===== config.mk =====
export PLATFORM = sky130hd
export DESIGN_NAME = c3lib_ckdiv_prog
export DESIGN_NICKNAME = d
export VERILOG_FILES = /design/src/rtl/c3lib_ckdiv_prog.sv
export SDC_FILE = /design/constraint.sdc
export NUM_CORES = 1
export LEC_CHECK = 0
export ABC_AREA = 1
export CORE_UTILIZATION = 57
export CTS_CLUSTER_SIZE = 25
export DETAILED_ROUTE_END_ITERATION = 16
export PLACE_DENSITY_LB_ADDON = 0.05
export SYNTH_ARGS = -nofsm -noshare
export SYNTH_HDL_FRONTEND = slang
export SYNTH_SLANG_ARGS = --single-unit

===== constraint.sdc =====
create_clock -name clk_in -period 5.5 [get_ports clk_in]
set_input_delay 0.55 -clock clk_in [delete_from_list [all_inputs] [get_ports clk_in]]
set_output_delay 0.55 -clock clk_in [all_outputs]
set_load 0.01 [all_outputs]

===== src/rtl/c3lib_ckdiv_prog.sv =====
// ---------------------------------------------------------------------------
// c3lib_ckdiv_prog
//   Programmable integer clock divider. Produces a flop-driven, glitch-free
//   divided clock whose period is ratio_cur source cycles (high for
//   ceil(ratio_cur/2) cycles, then low). Ratio changes use a 4-phase req/ack
//   handshake and take effect only on a period boundary. Disabling lets the
//   current period finish, then parks clk_out low.
//
// Ports
//   clk_in      source clock, all logic on its rising edge
//   rst_n       async active-low reset
//   div_en      1 = run, 0 = park clk_out low at the end of the current period
//   ratio_in    requested ratio, stable while ratio_req=1 (0/1 load as 2)
//   ratio_req   4-phase request to load ratio_in
//   ratio_ack   4-phase acknowledge
//   ratio_cur   ratio currently in effect
//   clk_out     divided clock, direct flop output
//   div_sync    one-cycle pulse aligned with each clk_out rising edge
//   div_active  1 while the divider is running or draining
// ---------------------------------------------------------------------------
module c3lib_ckdiv_prog #(
  parameter int RATIO_W   = 4,
  parameter int DEF_RATIO = 2
) (
  input  logic               clk_in,
  input  logic               rst_n,
  input  logic               div_en,
  input  logic [RATIO_W-1:0] ratio_in,
  input  logic               ratio_req,
  output logic               ratio_ack,
  output logic [RATIO_W-1:0] ratio_cur,
  output logic               clk_out,
  output logic               div_sync,
  output logic               div_active
);

  typedef enum logic [1:0] {
    ST_PARKED = 2'd0,
    ST_RUN    = 2'd1,
    ST_DRAIN  = 2'd2
  } state_t;

  localparam logic [RATIO_W-1:0] ONE  = RATIO_W'(1);
  localparam logic [RATIO_W-1:0] TWO  = RATIO_W'(2);
  localparam logic [RATIO_W-1:0] ZERO = RATIO_W'(0);
  localparam logic [RATIO_W-1:0] DEF  = RATIO_W'(DEF_RATIO);

  // There is no divide-by-1 mode: 0 and 1 are promoted to 2.
  function automatic logic [RATIO_W-1:0] clamp_ratio(input logic [RATIO_W-1:0] r);
    if (r < TWO) begin
      return TWO;
    end else begin
      return r;
    end
  endfunction

  // Length of the high phase: ceil(r/2), so odd ratios are high-biased.
  function automatic logic [RATIO_W-1:0] high_len(input logic [RATIO_W-1:0] r);
    return (r >> 1) + {{(RATIO_W-1){1'b0}}, r[0]};
  endfunction

  state_t             state_r, state_next_s;
  logic [RATIO_W-1:0] cnt_r, cnt_next_s;
  logic [RATIO_W-1:0] ratio_cur_r, ratio_next_s;
  logic [RATIO_W-1:0] pend_ratio_r;
  logic               pend_vld_r;
  logic               loaded_r;
  logic               taken_r;
  logic               ratio_ack_r;
  logic               clk_out_r, clk_next_s;
  logic               div_sync_r, sync_next_s;
  logic               div_active_r;
  logic               running_s, boundary_s, period_end_s;
  logic               load_s, capture_s, ack_fall_s;

  // Handshake and boundary decode. taken_r spans capture..ack-fall so a
  // request still held high after its load is not captured a second time.
  always_comb begin
    running_s    = (state_r != ST_PARKED);
    boundary_s   = running_s && (cnt_r == (ratio_cur_r - ONE));
    period_end_s = !running_s || boundary_s;
    load_s       = pend_vld_r && period_end_s;
    capture_s    = ratio_req && !ratio_ack_r && !taken_r;
    ack_fall_s   = ratio_ack_r && !ratio_req;
    if (load_s) begin
      ratio_next_s = pend_ratio_r;
    end else begin
      ratio_next_s = ratio_cur_r;
    end
  end

  // Next state / counter. A period is never cut: leaving RUN with div_en=0
  // goes through DRAIN unless the disable lands exactly on the boundary.
  always_comb begin
    state_next_s = state_r;
    cnt_next_s   = cnt_r;
    case (state_r)
      ST_PARKED: begin
        cnt_next_s = ZERO;
        if (div_en) begin
          state_next_s = ST_RUN;
        end else begin
          state_next_s = ST_PARKED;
        end
      end
      ST_RUN, ST_DRAIN: begin
        if (boundary_s) begin
          cnt_next_s = ZERO;
          if (div_en) begin
            state_next_s = ST_RUN;
          end else begin
            state_next_s = ST_PARKED;
          end
        end else begin
          cnt_next_s = cnt_r + ONE;
          if (div_en) begin
            state_next_s = ST_RUN;
          end else begin
            state_next_s = ST_DRAIN;
          end
        end
      end
      default: begin
        state_next_s = ST_PARKED;
        cnt_next_s   = ZERO;
      end
    endcase
  end

  // Next output values, using the ratio that will be in effect next cycle so
  // a period that starts with a freshly loaded ratio has the right duty.
  always_comb begin
    if (state_next_s != ST_PARKED) begin
      clk_next_s  = (cnt_next_s < high_len(ratio_next_s));
      sync_next_s = (cnt_next_s == ZERO);
    end else begin
      clk_next_s  = 1'b0;
      sync_next_s = 1'b0;
    end
  end

  // Divider state, counter and registered clock outputs.
  always_ff @(posedge clk_in or negedge rst_n) begin
    if (!rst_n) begin
      state_r      <= ST_PARKED;
      cnt_r        <= ZERO;
      clk_out_r    <= 1'b0;
      div_sync_r   <= 1'b0;
      div_active_r <= 1'b0;
    end else begin
      state_r      <= state_next_s;
      cnt_r        <= cnt_next_s;
      clk_out_r    <= clk_next_s;
      div_sync_r   <= sync_next_s;
      div_active_r <= (state_next_s != ST_PARKED);
    end
  end

  // Ratio request capture, load at period end, and 4-phase acknowledge.
  always_ff @(posedge clk_in or negedge rst_n) begin
    if (!rst_n) begin
      ratio_cur_r  <= DEF;
      pend_ratio_r <= DEF;
      pend_vld_r   <= 1'b0;
      loaded_r     <= 1'b0;
      taken_r      <= 1'b0;
      ratio_ack_r  <= 1'b0;
    end else begin
      ratio_cur_r <= ratio_next_s;
      loaded_r    <= load_s;
      if (capture_s) begin
        pend_ratio_r <= clamp_ratio(ratio_in);
        pend_vld_r   <= 1'b1;
        taken_r      <= 1'b1;
      end else if (load_s) begin
        pend_vld_r <= 1'b0;
      end
      if (loaded_r) begin
        ratio_ack_r <= 1'b1;
      end else if (ack_fall_s) begin
        ratio_ack_r <= 1'b0;
        taken_r     <= 1'b0;
      end
    end
  end

  assign ratio_ack  = ratio_ack_r;
  assign ratio_cur  = ratio_cur_r;
  assign clk_out    = clk_out_r;
  assign div_sync   = div_sync_r;
  assign div_active = div_active_r;

endmodule

==> out/results.txt <==
result of the run = finished clean
share of the synthesized area in the top cell type = 0.4162
PnR worst setup slack = 2.688 ns
number of gates resized after cts = 0
clock latency reported for the late side of the worst-skew pair = 0.31 ns
largest area contributor in the synthesized netlist = dfrtp_1
DIE HEIGHT = 46.77 um
worst-case clock buffer depth = 2
minimum setup slack after placement = 2.705 ns
final setup violation count = 0
placed wire-length estimate after detailed placement = 1586 um
starting DRC count in detailed routing = 5
slowest stage delay, CP = 0.57 ns
net count after synthesis = 143
IO Count = 16
placeable core area = 1802 um^2
arrival time at the worst endpoint = 3.05 ns
Syn Inst Count = 126
setup total negative slack = 0 ns
busiest grt layer = met2
routed vias/inst = 4.947
Crit Path Max Fanout = 6
Antenna Violating Nets Remaining = 0
die area = 2187 um^2
count of cells along the worst register-to-register path = 17
total number of vias = 841
hold path cells = 1
worst hold-check path type = flip-flop to flip-flop
Post-Place Cells = 166
nature of the critical path endpoint = flip-flop
antenna diode count = 0
Slew @ Worst Pin = 0.9324 ns
flops & latches, synth = 21
total of max-cap violations = 0
Peak supply drop = 0.3294 mV
Avg Inst Size Synth = 9.066 um^2
Die Width = 46.77 um
cell repeated most along the worst path = ha_1
CTS clk-pin slew, worst paths = 0.12 ns
Synth Warn # = 0
final routed DRC violation total = 0
Data required, critical path = 5.74 ns
global-route wire length before repair = 3332 um
number of different library cells in the post-synthesis netlist = 27
root buf cell = clkbuf_4
clock buffer count from CTS = 3
H-tree lvl count = 1
crit share post-route = 0.5113
number of standard-cell rows in the floorplan = 15
Startpoint Class = flip-flop
met1 usage = 0.2730
overflow left after global routing = 0
layout cell share with drive strength beyond 1 = 0.1655
Clock Skews = 0.005787 ns
GRT Resource Usage Total = 0.2221
met2 global-route usage = 0.3778
highest attainable clock frequency = 355.6 MHz
net count reported at finish = 163
Worst Setup Path Type = flip-flop to flip-flop
synthesized area = 1142 um^2
post-CTS repair timing setup buffer count = 0
final hold vios = 0
share of the yosys chip area belonging to registers = 0.4622
area occupied by multi-input gates = 526.8 um^2
Period minus WS final = 2.812 ns
largest net degree at the start of global routing = 22
leak pwr = 0.6983 nW
Initial DRT Pass Iterations = 4
met3 Track Usage GR = 0.03846
area growth from synthesis to layout = 18.51%
global placer's final weighted congestion = 0.8406
worst-path cell with the longest stage delay = dfstp_2
final standard cell count with taps included and fillers excluded = 170
power per cell area = 572.8 nW/um^2
top post-synthesis cells by area = dfrtp_1, ha_1, nand2_1, inv_1, dfstp_2
number of global-route vias before repair = 816
WL per Instance = 11.50 um
cells traversed along the worst timing path = inv_1 > ha_1 > xor2_1 > nand2_1 > nor2_4 > nand2_2 > nand2_2 > nand2_4 > nand2_1 > o21ai_0 > ha_1 > ha_1 > xnor2_2 > ha_1 > nand2_1 > inv_1 > a21oi_1
number of clock sinks seen by CTS = 21
wire length reported by the detailed router = 1955 um
number of buffers inserted by hold repair at cts = 0
clock tree from TritonCTS = yes
number of input and output port buffers inserted = 15
number of antenna violations at the first check in global routing = 0
count of filler cells inserted in the layout = 140
final-report max-slew violation count = 0
worst slew margin relative to its limit = 0.3764
FF/Latch Area = 528.0 um^2
initial standard-cell utilization of the core = 0.6340
RSZ-0062 raised after global routing = no
==> cell type report <==
type | instances | share of cell area
Clock buffer | 3 | 0.01664
Clock inverter | 1 | 0.005545
Timing Repair Buffer | 15 | 0.1109
Inverter | 22 | 0.06469
Tap cell | 25 | 0.02311
Sequential cell | 21 | 0.3900
Multi-Input combinational cell | 83 | 0.3891
==> layout by cell type, fill, tap and decap left out, types with 3 or more instances in the layout <==
cell type	count
ha_1	9
xor2_1	3
clkdlybuf4s50_1	15
nand2_2	5
inv_1	19
o21ai_0	5
nand2_1	27
nand3_1	6
clkbuf_4	3
dfrtp_1	19
nor2_1	8
nand2_4	3
==> flip-flops by register name, indices dropped and copies added, names as in the netlist <==
signal	cells
cnt_r	4
pend_ratio_r	4
ratio_cur	4
state_r	2
clk_out	1
div_active	1
div_sync	1
loaded_r	1
pend_vld_r	1
ratio_ack	1
taken_r	1
==> layer usage <==
layer,part of all wire,vias up
met5,0,-
met4,0.0097,0
met3,0.029,2
met2,0.50,12
met1,0.47,395
li1,-,432
==> synthesized netlist by cell type, drive strengths merged <==
cell type and number:
and3 1, clkinv 1, o21ai 6, dfrtp 19
o311ai 1, or2 1, o21bai 1, dfstp 2
a21o 1, inv 21, nand2 35, o22ai 1
xnor2 3, nand3 7, nor3 2, xor2 3
nor2 10, a21oi 2, ha 9
==> cells by family after synthesis <==
logic type | share of synthesized area
buf+inv | 0.07668
simple gates | 0.2421
flops | 0.4622
xor+xnor | 0.05258
fa+ha+maj | 0.09858
compound gates | 0.06791
==> through the flow <==
stage	total power [W]	util	area [um^2]	hold slack, ns
global route	0.0008547	0.7514	1354	0.4859
floorplan	0.0005756	-	1142	0.2544
finish	0.0007754	0.7514	1354	0.4634
CTS	0.0007834	0.7514	1354	0.4658
detailed placement	0.0007059	0.7347	1324	0.4372
global placement	0.0006864	0.7347	1324	0.4381
==> critical path: cells and delay by family (launching register included) <==
kind,cells,cell delay [ns]
adder cells (fa/ha/maj),4,1.00
flip-flops,1,0.57
AND/OR/NAND/NOR,7,0.55
XOR/XNOR,2,0.30
AO/OA/AOI/OAI,2,0.23
buffers and inverters,2,0.10
==> worst paths after layout <==
path / slack, ns / end / from
setup / recovery: 2.69 / clk_out$_DFF_PN0_ / ratio_cur[1]$_DFF_PN1_
hold / removal: 0.46 / ratio_ack$_DFFE_PN0P_ / loaded_r$_DFF_PN0_
setup reg to reg: 2.69 / clk_out$_DFF_PN0_ / ratio_cur[1]$_DFF_PN1_
hold reg to reg: 0.46 / ratio_ack$_DFFE_PN0P_ / loaded_r$_DFF_PN0_
max in group asynchronous: 4.18 / div_sync$_DFF_PN0_ / rst_n
min in group asynchronous: 0.75 / pend_ratio_r[2]$_DFFE_PN0P_ / rst_n
==> power breakdown <==
group,internal (W),switching (W)
Combinational,0.000187,0.000239
Sequential,0.000225,0.0000476
Clock,0.0000277,0.0000487
Power figures use the tool's default switching activity.
